==> src/rtl/alu_ctrl_pkg.sv <==
// Shared opcodes, ALU operation codes and FSM encoding for the ALU sequencer.
// The ADC2 state exists only when ALU_CTRL_ADC_EN is defined.
package alu_ctrl_pkg;

  localparam int ALU_W = 8;
  localparam int REG_N = 8;

  localparam logic [3:0] OPC_ST  = 4'h8;
  localparam logic [3:0] OPC_LDI = 4'h9;
  localparam logic [3:0] OPC_CLC = 4'hA;
  localparam logic [3:0] OPC_ADC = 4'hB;

  localparam logic [3:0] ALU_ADD  = 4'b0000;
  localparam logic [3:0] ALU_SUB  = 4'b0001;
  localparam logic [3:0] ALU_AND  = 4'b0010;
  localparam logic [3:0] ALU_OR   = 4'b0011;
  localparam logic [3:0] ALU_XOR  = 4'b0100;
  localparam logic [3:0] ALU_NOT  = 4'b0101;
  localparam logic [3:0] ALU_PASS = 4'b0110;
  localparam logic [3:0] ALU_NOP  = 4'b0111;

`ifdef ALU_CTRL_ADC_EN
  typedef enum logic [1:0] {
    ST_IDLE      = 2'd0,
    ST_FETCH_IMM = 2'd1,
    ST_EXEC      = 2'd2,
    ST_ADC2      = 2'd3
  } state_t;
`else
  typedef enum logic [1:0] {
    ST_IDLE      = 2'd0,
    ST_FETCH_IMM = 2'd1,
    ST_EXEC      = 2'd2
  } state_t;
`endif

  // ALU code presented during EXEC for a given instruction opcode.
  function automatic logic [3:0] decode_op(input logic [3:0] opc);
    logic [3:0] op;
    op = ALU_NOP;
    if (!opc[3]) begin
      op = {1'b0, opc[2:0]};
    end else if (opc == OPC_LDI) begin
      op = ALU_PASS;
`ifdef ALU_CTRL_ADC_EN
    end else if (opc == OPC_ADC) begin
      op = ALU_ADD;
`endif
    end
    return op;
  endfunction

endpackage

==> src/rtl/alu_ctrl_regfile.sv <==
// Operand register file: one synchronous write port, one asynchronous read port.
// Latency: read combinational, write visible after the clock edge. No backpressure.
module alu_ctrl_regfile #(
  parameter int DATA_W = 8,
  parameter int NREGS  = 8,
  parameter int AW     = $clog2(NREGS)
) (
  input  logic              clk,
  input  logic              rst,
  input  logic              we,
  input  logic [AW-1:0]     waddr,
  input  logic [DATA_W-1:0] wdata,
  input  logic [AW-1:0]     raddr,
  output logic [DATA_W-1:0] rdata
);

  logic [DATA_W-1:0] mem [NREGS];

  always_ff @(posedge clk or posedge rst) begin
    if (rst) begin
      for (int i = 0; i < NREGS; i++) begin
        mem[i] <= '0;
      end
    end else if (we) begin
      mem[waddr] <= wdata;
    end
  end

  assign rdata = mem[raddr];

endmodule

==> src/rtl/alu_ctrl.sv <==
// Instruction sequencer for the external 8-bit ALU; optional ADC behind macro ALU_CTRL_ADC_EN.
// Latency: result written one edge after the instruction byte is taken; in_ready low while executing.
module alu_ctrl
  import alu_ctrl_pkg::*;
#(
  parameter int DATA_W = 8,
  parameter int NREGS  = 8
) (
  input  logic              clk,
  input  logic              rst,
  input  logic [7:0]        in_data,
  input  logic              in_valid,
  output logic              in_ready,
  output logic [3:0]        alu_op,
  output logic [DATA_W-1:0] alu_a,
  output logic [DATA_W-1:0] alu_r,
  input  logic [DATA_W-1:0] alu_out,
  input  logic              alu_cy,
  output logic [DATA_W-1:0] acc,
  output logic              cy_flag,
  output logic              busy
);

  if (DATA_W != ALU_W) begin : g_bad_width
    $error("alu_ctrl: DATA_W must be 8 to match the ALU");
  end
  if (NREGS != REG_N) begin : g_bad_depth
    $error("alu_ctrl: NREGS must be 8, the index field is 3 bits");
  end

  state_t            state;
  logic [3:0]        opc_q;
  logic [2:0]        idx_q;
  logic              accept;
  logic              rf_we;
  logic [DATA_W-1:0] rf_rdata;
  logic              unused_bit3;

  assign accept      = in_valid & in_ready;
  assign unused_bit3 = in_data[3];
  assign alu_a       = acc;
  assign rf_we       = (state == ST_EXEC) && (opc_q == OPC_ST);

  // Read address comes straight off the byte so the operand is captured on the accept edge.
  alu_ctrl_regfile #(
    .DATA_W (DATA_W),
    .NREGS  (NREGS)
  ) u_regfile (
    .clk   (clk),
    .rst   (rst),
    .we    (rf_we),
    .waddr (idx_q),
    .wdata (acc),
    .raddr (in_data[2:0]),
    .rdata (rf_rdata)
  );

  always_ff @(posedge clk or posedge rst) begin
    if (rst) begin
      state    <= ST_IDLE;
      opc_q    <= '0;
      idx_q    <= '0;
      acc      <= '0;
      cy_flag  <= 1'b0;
      alu_op   <= ALU_NOP;
      alu_r    <= '0;
      in_ready <= 1'b1;
      busy     <= 1'b0;
    end else begin
      case (state)
        ST_IDLE: begin
          if (accept) begin
            opc_q <= in_data[7:4];
            idx_q <= in_data[2:0];
            alu_r <= rf_rdata;
            busy  <= 1'b1;
            if (in_data[7:4] == OPC_LDI) begin
              state <= ST_FETCH_IMM;
            end else begin
              state    <= ST_EXEC;
              in_ready <= 1'b0;
              alu_op   <= decode_op(in_data[7:4]);
            end
          end
        end

        ST_FETCH_IMM: begin
          if (accept) begin
            alu_r    <= in_data;
            alu_op   <= ALU_PASS;
            in_ready <= 1'b0;
            state    <= ST_EXEC;
          end
        end

        ST_EXEC: begin
          state    <= ST_IDLE;
          alu_op   <= ALU_NOP;
          in_ready <= 1'b1;
          busy     <= 1'b0;
          if (!opc_q[3]) begin
            case ({1'b0, opc_q[2:0]})
              ALU_ADD, ALU_SUB: begin
                acc     <= alu_out;
                cy_flag <= alu_cy;
              end
              ALU_AND, ALU_OR, ALU_XOR, ALU_NOT: begin
                acc     <= alu_out;
                cy_flag <= 1'b0;
              end
              ALU_PASS: acc <= alu_r;
              default: ;
            endcase
          end else begin
            case (opc_q)
              OPC_LDI: acc <= alu_out;
              OPC_CLC: cy_flag <= 1'b0;
`ifdef ALU_CTRL_ADC_EN
              // Carry-in is the flag before this edge; a set carry costs one extra +1 pass.
              OPC_ADC: begin
                acc     <= alu_out;
                cy_flag <= alu_cy;
                if (cy_flag) begin
                  state    <= ST_ADC2;
                  alu_op   <= ALU_ADD;
                  alu_r    <= DATA_W'(1);
                  in_ready <= 1'b0;
                  busy     <= 1'b1;
                end
              end
`endif
              default: ;
            endcase
          end
        end

`ifdef ALU_CTRL_ADC_EN
        ST_ADC2: begin
          acc      <= alu_out;
          cy_flag  <= cy_flag | alu_cy;
          state    <= ST_IDLE;
          alu_op   <= ALU_NOP;
          in_ready <= 1'b1;
          busy     <= 1'b0;
        end
`endif

        default: begin
          state    <= ST_IDLE;
          alu_op   <= ALU_NOP;
          in_ready <= 1'b1;
          busy     <= 1'b0;
        end
      endcase
    end
  end

endmodule
==> config.mk <==
export PLATFORM = sky130hd
export DESIGN_NAME = alu_ctrl
export DESIGN_NICKNAME = d
export VERILOG_FILES = /design/src/rtl/alu_ctrl_pkg.sv /design/src/rtl/alu_ctrl_regfile.sv /design/src/rtl/alu_ctrl.sv
export SDC_FILE = /design/constraint.sdc
export NUM_CORES = 1
export LEC_CHECK = 0
export ABC_AREA = 1
export ABC_CLOCK_PERIOD_IN_PS = 7070
export BUFFER_PORTS_ARGS = -buffer_cell sky130_fd_sc_hd__buf_2
export CORE_MARGIN = 1.5
export CORE_UTILIZATION = 63
export CTS_CLUSTER_SIZE = 24
export DETAILED_ROUTE_END_ITERATION = 8
export PLACE_DENSITY = 0.88
export SYNTH_ARGS = -nofsm -noshare
export SYNTH_HDL_FRONTEND = slang
export SYNTH_SLANG_ARGS = --single-unit
==> constraint.sdc <==
create_clock -name clk -period 7.07 [get_ports clk]
set_clock_uncertainty 0.05 [all_clocks]
set_input_delay 0.3535 -clock clk [delete_from_list [all_inputs] [get_ports clk]]
set_output_delay 0.3535 -clock clk [all_outputs]
set_load 0.01 [all_outputs]
==> impl_results.md <==
- Maximum clock frequency: 0.530 GHz
- Clock Latency Late Sink: 0.37 ns
- Final setup vio count: 0
- Placement Cell Area: ~5000 um^2
- Clock network power share: 19.9%
- Most frequent standard cell in the layout excluding fill and tap cells: nand2_1
- Overall Power: 1.78 mW
- Required time of the critical path: 7.30 ns
- Met1 routed wirelength after detailed routing: 4.75 mm
- Number of antenna violations at the first check in global routing: 0
- Routed met2 length: 5.41 mm
- Fin nets: 663
- Via count of the first global-routing pass: 3940
- Static leakage: 2.72 nW
- Transition time at the pin with the least slew margin: 1.04 ns
- DR iter-0 viols: 385
- Arrival time reported for the critical path endpoint: ~2.1 ns
- Number of nets with antenna violations after routing: 0
- Global-route wire length before repair: 19.2 mm
- Worst flop-to-flop path endpoint: alu_r[7]
- Max VDD drop: 0.000263 V
- Count of pins over their slew limit: 0
- Number of design rule violations left after detail routing: 0
- Path category of the worst min-delay check: primary input to flop
- Top Ports: 51
- Grt ovf: 0
- Number of distinct standard cells referenced by the synthesized netlist: 26
- Cell type with the largest total area after synthesis: dfrtp_1
- Final critical-path setup slack: 5.18 ns
- Avg Vias per Cell: approximately 5.5
- # Max-Cap Violations: 0
- Relative slew slack: 30.4%
- Clock sink count: 95
- Number of buffers inserted during clock tree synthesis: 9
- Mean cell area of the mapped netlist: 7.82 um^2
- Hold Crit Depth: 3
- Metal3 WL: 964 um
- Comb power frac: 34.5%
- Detailed-routing iteration count for the pre-antenna-repair pass: 5
- Buffers from clock root to sink, at most: 2
- Sequential share of the synthesized area: 49.9%
- Leading cell types in the layout, fill and taps excluded: 213 x nand2_1, 91 x dfrtp_1, 79 x inv_1, 62 x o21ai_1, 50 x nand3_1
- Cell internal pwr: 1.05 mW
- Largest driver fanout on the critical path: 16
- Switching fraction of total power: about two fifths
- Register clock-pin slew on the reported worst setup and hold paths: 0.10 ns
- Largest net degree at the start of global routing: 85
- Launching element type of the critical path: flop
- Synth area leaders: dfrtp_1 48%, nand2_1 17%, o21ai_1 6.5%, inv_1 6.3%, nand3_1 5.2%
- Sw power: 0.738 mW
- Post-Syn Instances: 611
- FF/Latch Area: 2380 um^2
- Setup repair after global routing missed its margin: no
- Hold Violations, Final: 0
- Count of port buffers added during placement: 49
- Beginning of the critical path: in_ready
- Number of vias after detailed routing: 4112
- Initial cell density of the core: approximately 66%
- R2R Path Start: in_ready
- Total Wirelength: 11.4 mm
- Power density over the cells: approximately 350 nW/um^2
- Post-cts sizing count: 0
- Number of warning messages in the yosys log: 0
- Reg power frac: between 40% and 50%
- Die Outline Area: 8110 um^2
- Clock period minus worst slack: 1.89 ns
- TritonCTS clock tree: done
- Clock root buffer: clkbuf_8
- Final non-filler cell area: 5130 um^2
- Number of antenna repair diodes: 0
- DP HPWL: 7.84 mm
- Number of fill cells: 611
- Highest metal layer used by the detailed router: met4
- CTS H-tree lvls: 3
- Fraction of final layout cells sized beyond drive strength 1: 14.4%
- Place WS: a little under 5 ns
- Area grow syn2layout: 7.44%
- Total Negative Setup Slacks: 0 ns
- Cell area after synthesis: 4780 um^2
- Syn_nets: 633
- Status: completed
- Critical path endpoint category: flop
- Worst Path Class, Setup: flop to flop
- DIE HEIGHT: 90.1 um
- Period Utilization, post-route: a little over a quarter
- Flop-to-flop setup slack: 5.18 ns
- Termination of the worst setup path: alu_r[7]
- Area fraction of the dominant cell type after synthesis: 47.7%
- Routed WL per cell: 15.2 um
- Die width: 90.1 um
- Multi-input combinational cell area: 1860 um^2
- Total Routing Usage GR: 30.4%
- Total core area: ~7300 um^2
- Cell count of the worst reg-to-reg path: 7
- # rows: 31
- Register bit count reported by yosys: 95
- Routability Congestion: between 0.9 and 1
power groups by stage:
stage | clock, mW | combinational (mW) | sequential, mW
CTS | 0.358 | 0.616 | 0.809
global route | 0.381 | 0.694 | 0.831
finish | 0.356 | 0.616 | 0.813
detailed placement | 0 | 0.613 | 0.816
global placement | 0 | 0.589 | 0.810
floorplan | 0 | 0.417 | 0.823
per-layer routing:
metal / global-route usage (%) / up-vias
li1: - / 1960
met1: 39.7 / 1953
met2: 50.3 / 175
met3: 7.53 / 24
met4: 8.99 / 0
met5: 0 / -
kinds of logic after synthesis:
family | synth area share (%)
compound gates | 11.2
simple gates | 27.1
buf+inv | 11.3
fa+ha+maj | 0.524
other cells | 0.0785
flops | 49.9
final cells by class:
| type | instances | area share, % |
|---|---|---|
| Clock inverter | 6 | 1.17 |
| Multi-Input combinational cell | 402 | 36.2 |
| Inverter | 82 | 6.02 |
| Clock buffer | 10 | 2.68 |
| Timing Repair Buffer | 51 | 5.12 |
| Tap cell | 99 | 2.41 |
| Sequential cell | 95 | 46.4 |
Yosys cell counts (all sizes together):
cell type,n
dfrtp,91
o211ai,1
dfstp,4
clkbuf,7
nand2,222
a21oi,8
nand3b,1
nand3,51
nand4,2
conb,1
nor2,23
buf,25
o22ai,1
ha,2
o21ai,90
inv,82
per-stage QoR:
stage / instances / hold slack [ns] / utilization (%)
2_1_floorplan: 611 / 0.400 / -
3_3_place_gp: 728 / 0.215 / 67.5
3_5_place_dp: 728 / 0.216 / 67.5
4_1_cts: 745 / 0.202 / 70.4
5_1_grt: 745 / 0.236 / 70.4
6_report: 745 / 0.211 / 70.4
registers in the layout, summed over array words and instances (netlist names):
register       cells
acc                8
idx_q              3
opc_q              4
in_ready           1
state              2
u_regfile.mem     64
busy               1
cy_flag            1
alu_r              8
alu_op             3
timing repair:
action                    in CTS  in global routing
hold endpoints to repair      11                  0
hold buffers                   1                  0
buffers inserted               0                  0
critical path, cell delays in order (launching register included):
cell and delay [ns]:
dfstp_2 0.55, nand2_1 0.05, inv_1 0.11, nand2_1 0.39, a21oi_1 0.37, nand3_1 0.15, nand2_1 0.09, inv_1 0.04
how the worst min path moves through the flow:
stage | from | endpoint | slack (ns)
after floorplan | u_regfile.mem[2] | u_regfile.mem[2] | 0.40
after global placement | rst | u_regfile.mem[3] | 0.21
after detailed placement | rst | u_regfile.mem[3] | 0.22
after CTS | alu_cy | cy_flag | 0.20
after global routing | alu_cy | cy_flag | 0.24
final | alu_cy | cy_flag | 0.21
Power figures use the tool's default switching activity.
